File: src/rtl/nn_pkg.sv
// Shared types for the neural-network model manager: host command states,
// layer opcodes, FPU operation ids and memory-region handles.
package nn_pkg;

  localparam int ADDR_SIZE = 16;

  typedef enum logic [3:0] {
    WAIT        = 4'd0,
    ASN_MODEL   = 4'd1,
    ASN_LAYER   = 4'd2,
    ASN_SCRATCH = 4'd3,
    ASN_SGRAD   = 4'd4,
    ASN_WEIGHT  = 4'd5,
    ASN_WGRAD   = 4'd6,
    ASN_BIAS    = 4'd7,
    ASN_BGRAD   = 4'd8,
    ASN_INPUT   = 4'd9,
    ASN_OUTPUT  = 4'd10,
    FWD_ISSUE   = 4'd11,
    FWD_WAIT    = 4'd12,
    COPY_ISSUE  = 4'd13,
    COPY_WAIT   = 4'd14,
    DONE        = 4'd15
  } mm_state;

  typedef enum logic [1:0] {
    LINEAR  = 2'd0,
    RELU    = 2'd1,
    SOFTMAX = 2'd2
  } layer_opcode;

  typedef enum logic [2:0] {
    OP_NOP        = 3'd0,
    OP_LINEAR_FW  = 3'd1,
    OP_RELU_FW    = 3'd2,
    OP_SOFTMAX_FW = 3'd3,
    OP_COPY       = 3'd4
  } op_id;

  typedef struct packed {
    logic [ADDR_SIZE-1:0] region_begin;
    logic [ADDR_SIZE-1:0] region_end;
  } mem_handle_t;

  typedef struct packed {
    layer_opcode op;
    mem_handle_t scratch;
    mem_handle_t sgrad;
    mem_handle_t weight;
    mem_handle_t wgrad;
    mem_handle_t bias;
    mem_handle_t bgrad;
  } layer_entry_t;

  // Run-state encodings arriving from the host are treated as idle.
  function automatic mm_state cfg_next(mm_state m);
    if (m > ASN_OUTPUT) begin
      return WAIT;
    end else begin
      return m;
    end
  endfunction

  function automatic op_id fwd_op(layer_opcode o);
    case (o)
      LINEAR:  return OP_LINEAR_FW;
      RELU:    return OP_RELU_FW;
      SOFTMAX: return OP_SOFTMAX_FW;
      default: return OP_NOP;
    endcase
  endfunction

endpackage

File: src/rtl/nn_layer_table.sv
// Layer table register file: one field-granular write port driven by the
// host command state, two read ports serving the forward-pass sequencer.
module nn_layer_table
  import nn_pkg::*;
#(
  parameter int DEPTH = 8,
  parameter int IDX_W = 3
) (
  input  logic             clk,
  input  logic             rst_l,
  input  logic             wr_en,
  input  mm_state          wr_sel,
  input  logic [IDX_W-1:0] wr_idx,
  input  layer_opcode      wr_op,
  input  mem_handle_t      wr_handle,
  input  logic [IDX_W-1:0] rd0_idx,
  output layer_opcode      rd0_op,
  output mem_handle_t      rd0_scratch,
  output mem_handle_t      rd0_weight,
  output mem_handle_t      rd0_bias,
  input  logic [IDX_W-1:0] rd1_idx,
  output mem_handle_t      rd1_scratch
);

  layer_entry_t table_r [DEPTH];

  // The host command selects which column of the addressed entry is written
  always_ff @(posedge clk or negedge rst_l) begin
    if (!rst_l) begin
      for (int i = 0; i < DEPTH; i++) begin
        table_r[i] <= '0;
      end
    end else if (wr_en) begin
      case (wr_sel)
        ASN_LAYER:   table_r[wr_idx].op      <= wr_op;
        ASN_SCRATCH: table_r[wr_idx].scratch <= wr_handle;
        ASN_SGRAD:   table_r[wr_idx].sgrad   <= wr_handle;
        ASN_WEIGHT:  table_r[wr_idx].weight  <= wr_handle;
        ASN_WGRAD:   table_r[wr_idx].wgrad   <= wr_handle;
        ASN_BIAS:    table_r[wr_idx].bias    <= wr_handle;
        ASN_BGRAD:   table_r[wr_idx].bgrad   <= wr_handle;
        default:     ;
      endcase
    end
  end

  assign rd0_op      = table_r[rd0_idx].op;
  assign rd0_scratch = table_r[rd0_idx].scratch;
  assign rd0_weight  = table_r[rd0_idx].weight;
  assign rd0_bias    = table_r[rd0_idx].bias;
  assign rd1_scratch = table_r[rd1_idx].scratch;

endmodule

File: src/rtl/nn_model_sequencer.sv
// Model manager: latches a layer table from the host, then sequences one FPU
// op per layer followed by a copy of the final scratch into the output region.
module nn_model_sequencer
  import nn_pkg::*;
#(
  parameter int MAX_LAYERS = 8
) (
  input  logic        clk,
  input  logic        rst_l,
  input  mm_state     mm_o,
  input  layer_opcode asn_opcode,
  input  mem_handle_t dpr_pass,
  output mem_handle_t mm_pass,
  output mem_handle_t a,
  output mem_handle_t b,
  output mem_handle_t c,
  output mem_handle_t d,
  output op_id        fpu_op,
  input  logic        fpu_avail,
  input  logic        fpu_done
);

  localparam int CTR_W = $clog2(MAX_LAYERS + 1);
  localparam int IDX_W = (MAX_LAYERS > 1) ? $clog2(MAX_LAYERS) : 1;
  localparam logic [CTR_W-1:0] MAX_L    = CTR_W'(MAX_LAYERS);
  localparam logic [CTR_W-1:0] CTR_ONE  = CTR_W'(1);
  localparam logic [CTR_W-1:0] CTR_ZERO = CTR_W'(0);

  mm_state          state_r;
  logic [CTR_W-1:0] layer_ctr_r;
  logic [CTR_W-1:0] num_layers_r;
  mem_handle_t      in_ptr_r;
  mem_handle_t      out_ptr_r;
  layer_opcode      cur_op_r;

  logic [CTR_W-1:0] next_ctr_s;
  logic [CTR_W-1:0] last_ctr_s;
  logic [CTR_W-1:0] issue_ctr_s;
  logic             wr_en_s;
  logic [IDX_W-1:0] wr_idx_s;
  layer_opcode      rd0_op_s;
  mem_handle_t      rd0_scratch_s, rd0_weight_s, rd0_bias_s, rd1_scratch_s;
  mem_handle_t      iss_a_s, iss_b_s, iss_c_s;

  assign next_ctr_s = layer_ctr_r + CTR_ONE;
  assign last_ctr_s = num_layers_r - CTR_ONE;

  nn_layer_table #(
    .DEPTH(MAX_LAYERS),
    .IDX_W(IDX_W)
  ) u_table (
    .clk        (clk),
    .rst_l      (rst_l),
    .wr_en      (wr_en_s),
    .wr_sel     (state_r),
    .wr_idx     (wr_idx_s),
    .wr_op      (asn_opcode),
    .wr_handle  (dpr_pass),
    .rd0_idx    (issue_ctr_s[IDX_W-1:0]),
    .rd0_op     (rd0_op_s),
    .rd0_scratch(rd0_scratch_s),
    .rd0_weight (rd0_weight_s),
    .rd0_bias   (rd0_bias_s),
    .rd1_idx    (layer_ctr_r[IDX_W-1:0]),
    .rd1_scratch(rd1_scratch_s)
  );

  // Table write enable: payload is latched in the cycle the command state is held
  always_comb begin
    wr_en_s  = 1'b0;
    wr_idx_s = last_ctr_s[IDX_W-1:0];
    case (state_r)
      ASN_LAYER: begin
        wr_en_s  = (num_layers_r < MAX_L);
        wr_idx_s = num_layers_r[IDX_W-1:0];
      end
      ASN_SCRATCH, ASN_SGRAD, ASN_WEIGHT, ASN_WGRAD, ASN_BIAS, ASN_BGRAD: begin
        wr_en_s = (num_layers_r != CTR_ZERO);
      end
      default: begin
        wr_en_s = 1'b0;
      end
    endcase
  end

  // Operand handles for the layer about to be issued; rd1 holds the previous scratch
  always_comb begin
    if (state_r == ASN_OUTPUT) begin
      issue_ctr_s = CTR_ZERO;
    end else begin
      issue_ctr_s = next_ctr_s;
    end
    if (issue_ctr_s == CTR_ZERO) begin
      iss_a_s = in_ptr_r;
    end else begin
      iss_a_s = rd1_scratch_s;
    end
    if (rd0_op_s == LINEAR) begin
      iss_b_s = rd0_weight_s;
      iss_c_s = rd0_bias_s;
    end else begin
      iss_b_s = '0;
      iss_c_s = '0;
    end
  end

  // Sequencer: host configuration states, then forward pass and final copy
  always_ff @(posedge clk or negedge rst_l) begin
    if (!rst_l) begin
      state_r      <= WAIT;
      layer_ctr_r  <= CTR_ZERO;
      num_layers_r <= CTR_ZERO;
      in_ptr_r     <= '0;
      out_ptr_r    <= '0;
      cur_op_r     <= LINEAR;
      mm_pass      <= '0;
      a            <= '0;
      b            <= '0;
      c            <= '0;
      d            <= '0;
      fpu_op       <= OP_NOP;
    end else begin
      fpu_op <= OP_NOP;
      case (state_r)
        WAIT: begin
          if (mm_o == ASN_MODEL) begin
            num_layers_r <= CTR_ZERO;
          end
          state_r <= cfg_next(mm_o);
        end
        ASN_LAYER: begin
          if (num_layers_r < MAX_L) begin
            num_layers_r <= num_layers_r + CTR_ONE;
          end
          state_r <= cfg_next(mm_o);
        end
        ASN_INPUT: begin
          in_ptr_r <= dpr_pass;
          state_r  <= cfg_next(mm_o);
        end
        ASN_OUTPUT: begin
          out_ptr_r   <= dpr_pass;
          layer_ctr_r <= CTR_ZERO;
          if (num_layers_r == CTR_ZERO) begin
            state_r <= DONE;
          end else begin
            a        <= iss_a_s;
            b        <= iss_b_s;
            c        <= iss_c_s;
            d        <= rd0_scratch_s;
            cur_op_r <= rd0_op_s;
            state_r  <= FWD_ISSUE;
          end
        end
        FWD_ISSUE: begin
          if (fpu_avail) begin
            fpu_op  <= fwd_op(cur_op_r);
            state_r <= FWD_WAIT;
          end
        end
        FWD_WAIT: begin
          if (fpu_done) begin
            layer_ctr_r <= next_ctr_s;
            if (next_ctr_s < num_layers_r) begin
              a        <= iss_a_s;
              b        <= iss_b_s;
              c        <= iss_c_s;
              d        <= rd0_scratch_s;
              cur_op_r <= rd0_op_s;
              state_r  <= FWD_ISSUE;
            end else begin
              a       <= rd1_scratch_s;
              b       <= '0;
              c       <= '0;
              d       <= out_ptr_r;
              state_r <= COPY_ISSUE;
            end
          end
        end
        COPY_ISSUE: begin
          if (fpu_avail) begin
            fpu_op  <= OP_COPY;
            state_r <= COPY_WAIT;
          end
        end
        COPY_WAIT: begin
          if (fpu_done) begin
            state_r <= DONE;
          end
        end
        DONE: begin
          mm_pass <= out_ptr_r;
          a       <= '0;
          b       <= '0;
          c       <= '0;
          d       <= '0;
          state_r <= WAIT;
        end
        default: begin
          state_r <= cfg_next(mm_o);
        end
      endcase
    end
  end

endmodule

File: config.mk
export PLATFORM = sky130hd
export DESIGN_NAME = nn_model_sequencer
export DESIGN_NICKNAME = d
export VERILOG_FILES = /design/src/rtl/nn_pkg.sv /design/src/rtl/nn_layer_table.sv /design/src/rtl/nn_model_sequencer.sv
export SDC_FILE = /design/constraint.sdc
export NUM_CORES = 2
export LEC_CHECK = 0
export CAP_MARGIN = 15
export CORE_ASPECT_RATIO = 1.25
export CORE_MARGIN = 2
export CORE_UTILIZATION = 45
export CTS_BUF_LIST = sky130_fd_sc_hd__clkbuf_8
export DETAILED_ROUTE_END_ITERATION = 8
export DONT_BUFFER_PORTS = 1
export RECOVER_POWER = 100
export SLEW_MARGIN = 40
export SYNTH_ARGS = -nofsm -noshare
export SYNTH_HDL_FRONTEND = slang
export SYNTH_HIERARCHICAL = 1
export SYNTH_SLANG_ARGS = --single-unit
File: constraint.sdc
create_clock -name clk -period 6.13 [get_ports clk]
set_input_delay 0.3065 -clock clk [delete_from_list [all_inputs] [get_ports clk]]
set_output_delay 0.3065 -clock clk [all_outputs]
set_load 0.01 [all_outputs]
Yosys cells after proc, flatten, opt, wreduce, memory -nomap -nowiden
Index checks and enable logic that the tools add are counted.
- multiplexer cells: 71
- multipliers: 0
- reduce and logical (&&, ||, !) cells: 18
- eq/ne operators: 25
- bitwise logic cells: 3
- add/subtract/negate cells: 3
- $lt $le $gt $ge: 7
- divide/modulo/power cells: 0
- shift operators: 0
- operators by type and width (cell ; number):
    bitwise mux 1552 bit ; 7
    one-hot mux 1552 bit (7 select lines) ; 1
    demux 194 bit (select 3 bit) ; 7
    binary-select mux 194 bit (select 3 bit) ; 2
    2-to-1 mux 194 bit ; 3
    2-to-1 mux 192 bit ; 3
    2-to-1 mux 32 bit ; 16
    one-hot mux 32 bit (3 select lines) ; 4
    2-to-1 mux 160 bit ; 1
    2-to-1 mux 128 bit ; 1
    2-to-1 mux 96 bit ; 1
    2-to-1 mux 64 bit ; 1
    2-to-1 mux 4 bit ; 9
    equality test 4 bit, second input constant ; 8
    one-hot mux 4 bit (6 select lines) ; 1
    equality test 4 x 3 -> 1 bit, second input constant ; 4
    != test 2 bit, second input constant ; 8
    one-hot mux 4 bit (2 select lines) ; 2
    greater-or-equal comparator 4 bit, second input constant ; 3
    zero test 4 bit ; 3
    2-to-1 mux 3 bit ; 4
    NOT 3 -> 4 bit ; 3
    adder 4 x 1 -> 4 bit, second input constant ; 2
    equality test 4 x 2 -> 1 bit, second input constant ; 2
    other kinds (23) ; 31
- latch bits: 0
- bits in read-only memories: 0
- logic and storage cells: 250
- register bits after elaboration: 1793
- RAM bits: 0
- input bits: 42
- memories kept: 0

Logic depth before layout (Yosys ltp)
- depth after elaboration: 11
- depth in mapped cells: 14

Hierarchy
The synthesis kept the hierarchy.
- by module, submodules not included (module ; times used ; area an instance (µm²) ; cells each):
    nn_layer_table ; 1 ; 37090.6 ; 2231
    nn_model_sequencer ; 1 ; 10607.7 ; 1088

Least setup slack after synthesis
No wires, ideal clock.
- path kind: register to register
- start: reg state_r[3]
- end: reg b[0] (netlist bit)
- buffers on the path: 7
- cell stages (with the launch flop): 14
- data arrival time: 3.705 ns
- period minus slack after synthesis: 3.781 ns
- slack: 2.349 ns
- required time: 6.054 ns
- cells stage by stage: dfrtp_1 > and4bb_2 > clkbuf_1 > buf_1 > nor2_1 > clkbuf_1 > clkbuf_1 > buf_2 > mux4_2 > mux2_2 > or4_1 > buf_2 > buf_6 > o21ai_1
- longest elaborated chain between the ends: 11
- RTL lines (item ; line ; RTL):
    start, declared ; nn_model_sequencer.sv:29 ; mm_state state_r;
    start signal, assigned ; nn_model_sequencer.sv:129 ; state_r <= cfg_next(mm_o);
    start signal, assigned ; nn_model_sequencer.sv:135 ; state_r <= cfg_next(mm_o);
    start signal, assigned ; nn_model_sequencer.sv:139 ; state_r <= cfg_next(mm_o);
    equality test 4 bit * ; nn_model_sequencer.sv:88 ; if (state_r == ASN_OUTPUT) begin
    2-to-1 mux 4 bit * ; nn_model_sequencer.sv:88 ;
    named net issue_ctr_s[0] ; nn_model_sequencer.sv:38 ; logic [CTR_W-1:0] issue_ctr_s;
    NOT 3 -> 4 bit (not written as such) * ; nn_layer_table.sv:47 ; assign rd0_op = table_r[rd0_idx].op;
    binary-select mux 194 bit (select 3 bit) * ; nn_layer_table.sv:47 ;
    2-to-1 mux 194 bit (not written as such) * ; nn_layer_table.sv:49 ; assign rd0_weight = table_r[rd0_idx].weight;
    2-to-1 mux 194 bit * ; - ;
    named net rd0_op_s[0] ; nn_model_sequencer.sv:41 ; layer_opcode rd0_op_s;
    zero test 2 bit * ; nn_model_sequencer.sv:98 ; if (rd0_op_s == LINEAR) begin
    2-to-1 mux 32 bit * ; nn_model_sequencer.sv:98 ;
    2-to-1 mux 32 bit ; nn_model_sequencer.sv:164 ; if (next_ctr_s < num_layers_r) begin
    2-to-1 mux 32 bit ; nn_model_sequencer.sv:162 ; if (fpu_done) begin
    one-hot mux 32 bit (3 select lines) * ; nn_model_sequencer.sv:124 ; case (state_r)
    end signal, assigned ; nn_model_sequencer.sv:148 ; b <= iss_b_s;
    end signal, assigned ; nn_model_sequencer.sv:166 ; b <= iss_b_s;
    end, declared ; nn_model_sequencer.sv:15 ; output mem_handle_t b,
The timed path passes the listed nets; every way through them passes the cells marked *. The select of a mux whose other input is x is not followed.
A chain may end at the register's enable or synchronous reset.

==> flow_summary.json <==
{
  "grt_use_met2_pct": 41.85,
  "r2r_start": "state_r[1]",
  "first_pass_iters": 5,
  "clkPwrFrac_pct": 23.9,
  "dp_hpwl_um": 77850,
  "rr_worst_depth": 6,
  "hold_viol": 0,
  "grt-ovfl-total": 0,
  "rsz0062_at_grt": "false",
  "synth_edf_count": 0,
  "maxCapViolCount": 21,
  "synth_flop_cell": "dfrtp_1",
  "syn_inst": 3319,
  "cts_tree": "built",
  "path_max_fanout": 28,
  "clk_latency_ps": 880,
  "status": "finished, violations left",
  "core-area_um2": 105200,
  "grt_first_pass_wirelength_um": 202400,
  "power_density_nw_per_um2": 482.3,
  "tightest_slew_ps": 3325,
  "nets": 3379,
  "fp.dieW_um": 295.2,
  "cts_max_path_buffers": 3,
  "finalSetupViolCount": 0,
  "synthTopCellsByCount": "1025 x dfrtp_1, 946 x mux2_2, 369 x nand2_1",
  "drc": 0,
  "internal_power_mw": 16.67,
  "fin_skew_ps": 42.91,
  "tns_ps": 0,
  "initial_core_util_pct": 45.35,
  "cts-htree-levels": 4,
  "cp.required_ps": 6850,
  "track_usage_pct": 25.24,
  "cpPeakStageDelay_ps": 1290,
  "totalWireLength_um": 135000,
  "synth_cell_types": 53,
  "die_h_um": 368,
  "worstSetupPathType": "reg -> reg",
  "leakage_nw": 23.30,
  "grt_busiest_layer": "met2",
  "end_kind": "register",
  "worstHoldStart": "dpr_pass[25]",
  "layout-drive-gt1-share_pct": 44.82,
  "holdPathStages": 3,
  "vias": 28910,
  "ys_seq_area_share_pct": 53.77,
  "worst_setup_path_start_kind": "register",
  "use_met3_pct": 6.085,
  "synth_top_area_share_pct": 53.77,
  "cp_data_arrival_time_ps": 5960,
  "rrSetupSlack_ps": 890,
  "cts-root-buf": "clkbuf_8",
  "ys_ff_latch": 1025,
  "syn_nets": 3368,
  "numCtsBuffers": 164,
  "drv_slew": 783,
  "io_buffer_count": 0,
  "violations": "max-capacitance violations, max-slew violations",
  "min_to": "out_ptr_r[25]",
  "routedWlPerCell_um": 27.67,
  "antenna_left": 0,
  "share_comb_of_total_power_pct": 34.6,
  "drt_iter0_drc": 2115,
  "async_reset_ff_share_pct": 100.0,
  "yosys-top-cells-area": "dfrtp_1 54%, mux2_2 22%, mux4_2 12%",
  "antenna_found_initial": 8,
  "final_util_pct": 50.41,
  "rows": 133,
  "grt_max_degree": 185,
  "fin_ws_ps": 894.7,
  "die_area_um2": 108600,
  "use_met1_pct": 32.20,
  "worstHoldPathType": "in -> reg",
  "worst_slew_margin_rel_pct": -121.7,
  "cpMaxStageDelayCell": "dlymetal6s2s_1",
  "power.share.sequential_pct": 41.5,
  "synth.most_common_cell": "dfrtp_1",
  "gp_routability_congestion": 0.7968,
  "path_cells": "or4b_2 -> a21oi_1 -> nor2_1 -> nand3_1 -> dlymetal6s2s_1 -> mux2_2",
  "grt_pass1_vias": 31040,
  "syn_area_per_cell_um2": 14.37,
  "dp.cells": 4497,
  "vdd_drop_max_mv": 0.3820,
  "clkTransAtPathRegs_ps": 60,
  "cts.sinks": 1025,
  "p_switching_mw": 8.901,
  "vias_per_cell": 5.925,
  "syn_to_final_growth_pct": 11.14,
  "p_sw_share_pct": 34.81,
  "period_minus_slack_ps": 5235,
  "final_cell_count_no_fill": 4879,
  "synth_area_leader_cell": "dfrtp_1",
  "num_io_pins": 205,
  "max_clock_freq_mhz": 191.0,
  "timing.final.crit_share_pct": 85.40,
  "synth_area_um2": 47700,
  "synth_warnings": 6,
  "post_cts_buffers": 0,
  "pre_cts_ws_ps": 1568
}
==> critical path, delay by kind of cell (launching register included) <==
kind,cells,cell delay (ps)
buffers and inverters,1,1290
AND/OR/NAND/NOR,3,1880
multiplexers,1,440
flip-flops,1,850
AO/OA/AOI/OAI,1,590
==> worst max path at each step <==
stage | start | to | slack [ps] | cells past startpoint
final | state_r[1] | register | 890 | 6
after detailed placement | state_r[1] | cur_op_r[0] | 1570 | 7
after global routing | state_r[1] | register | 730 | 6
after global placement | layer_ctr_r[0] | c[14] | 1670 | 9
after floorplan | state_r[3] | b[0] | 2350 | 13
after CTS | state_r[1] | cur_op_r[0] | 1570 | 7
==> cells in the final DEF (no fill, tap or decap), types with 6 or more instances in the layout <==
cell type      netlist  layout
clkbuf_1           143      10
nor2b_1              7       7
clkbuf_2             1      19
clkbuf_8             0     209
a31oi_1             33      33
mux2_1              36      38
inv_1                9      69
mux4_2             260     260
buf_16               0       8
buf_4                1      16
and3_1              33      33
nand2b_1             6       6
clkinv_2             0       8
buf_12               0       7
bufinv_16            0       6
o21ai_0             15      71
nand4_1              8       8
xnor2_1              7       7
ha_1                 7       7
mux2_2             946     944
a221o_1             34      33
nand2_1            369     365
a21oi_1              9       8
buf_2              130      30
dfrtp_1           1025    1022
nand3_1             43      43
nor2_1              61      56
dlygate4sd3_1        0      45
==> layer usage <==
metal / part of all wire (%) / routed length [um] / up-vias
met5: 0.020 / 27 / -
met3: 6.2 / 8321 / 250
li1: - / - / 12190
met4: 3.3 / 4432 / 4
met2: 50 / 66920 / 829
met1: 41 / 55290 / 15630
==> cell families (layout without fill, tap and decap cells) <==
kind of cell / Yosys count / count (layout) / synth area share (%)
AO/OA/AOI/OAI: 165 / 165 / 2.280
XOR/XNOR: 8 / 8 / 0.1469
adder cells (fa/ha/maj): 7 / 7 / 0.1836
buffers and inverters: 307 / 446 / 2.862
flip-flops: 1025 / 1025 / 53.77
multiplexers: 1242 / 1242 / 35.46
other: 0 / 4 / 0
AND/OR/NAND/NOR: 565 / 565 / 5.294
==> layout make-up <==
cell class | count | area [um^2]
antenna | 4 | 10.01
fill | 8981 | 52160
clock buffer | 209 | 2877
tap | 1417 | 1773
clock inverter | 85 | 571.8
multi-input combinational | 1987 | 20780
sequential | 1025 | 25660
timing repair buffer | 143 | 1306
inverter | 9 | 33.78
==> per-stage QoR <==
step | hold slack [ps] | cell area (um^2) | total power [mW]
after floorplan | 10.91 | 47700 | 16.75
after global placement | 105.5 | 48770 | 19.01
after detailed placement | 17.42 | 49160 | 19.59
after CTS | 42.01 | 53170 | 25.94
after global routing | 7.155 | 53010 | 27.00
final | 45.71 | 53010 | 25.57
==> timing repair <==
| item | CTS | global route |
|---|---|---|
| hold endpoints to repair | 1241 | 35 |
| endpoints found under the setup margin | 0 | 0 |
| hold buffers | 50 | 29 |
| resized for setup | 0 | 0 |
==> power by group through the flow <==
stage / Combinational (mW) / Clock (mW) / Sequential (mW)
finish: 8.84 / 6.11 / 10.6
floorplan: 6.85 / 0 / 9.90
CTS: 9.04 / 6.29 / 10.6
global route: 9.53 / 6.60 / 10.9
detailed placement: 8.86 / 0 / 10.7
global placement: 8.47 / 0 / 10.5
Power figures use the tool's default switching activity.
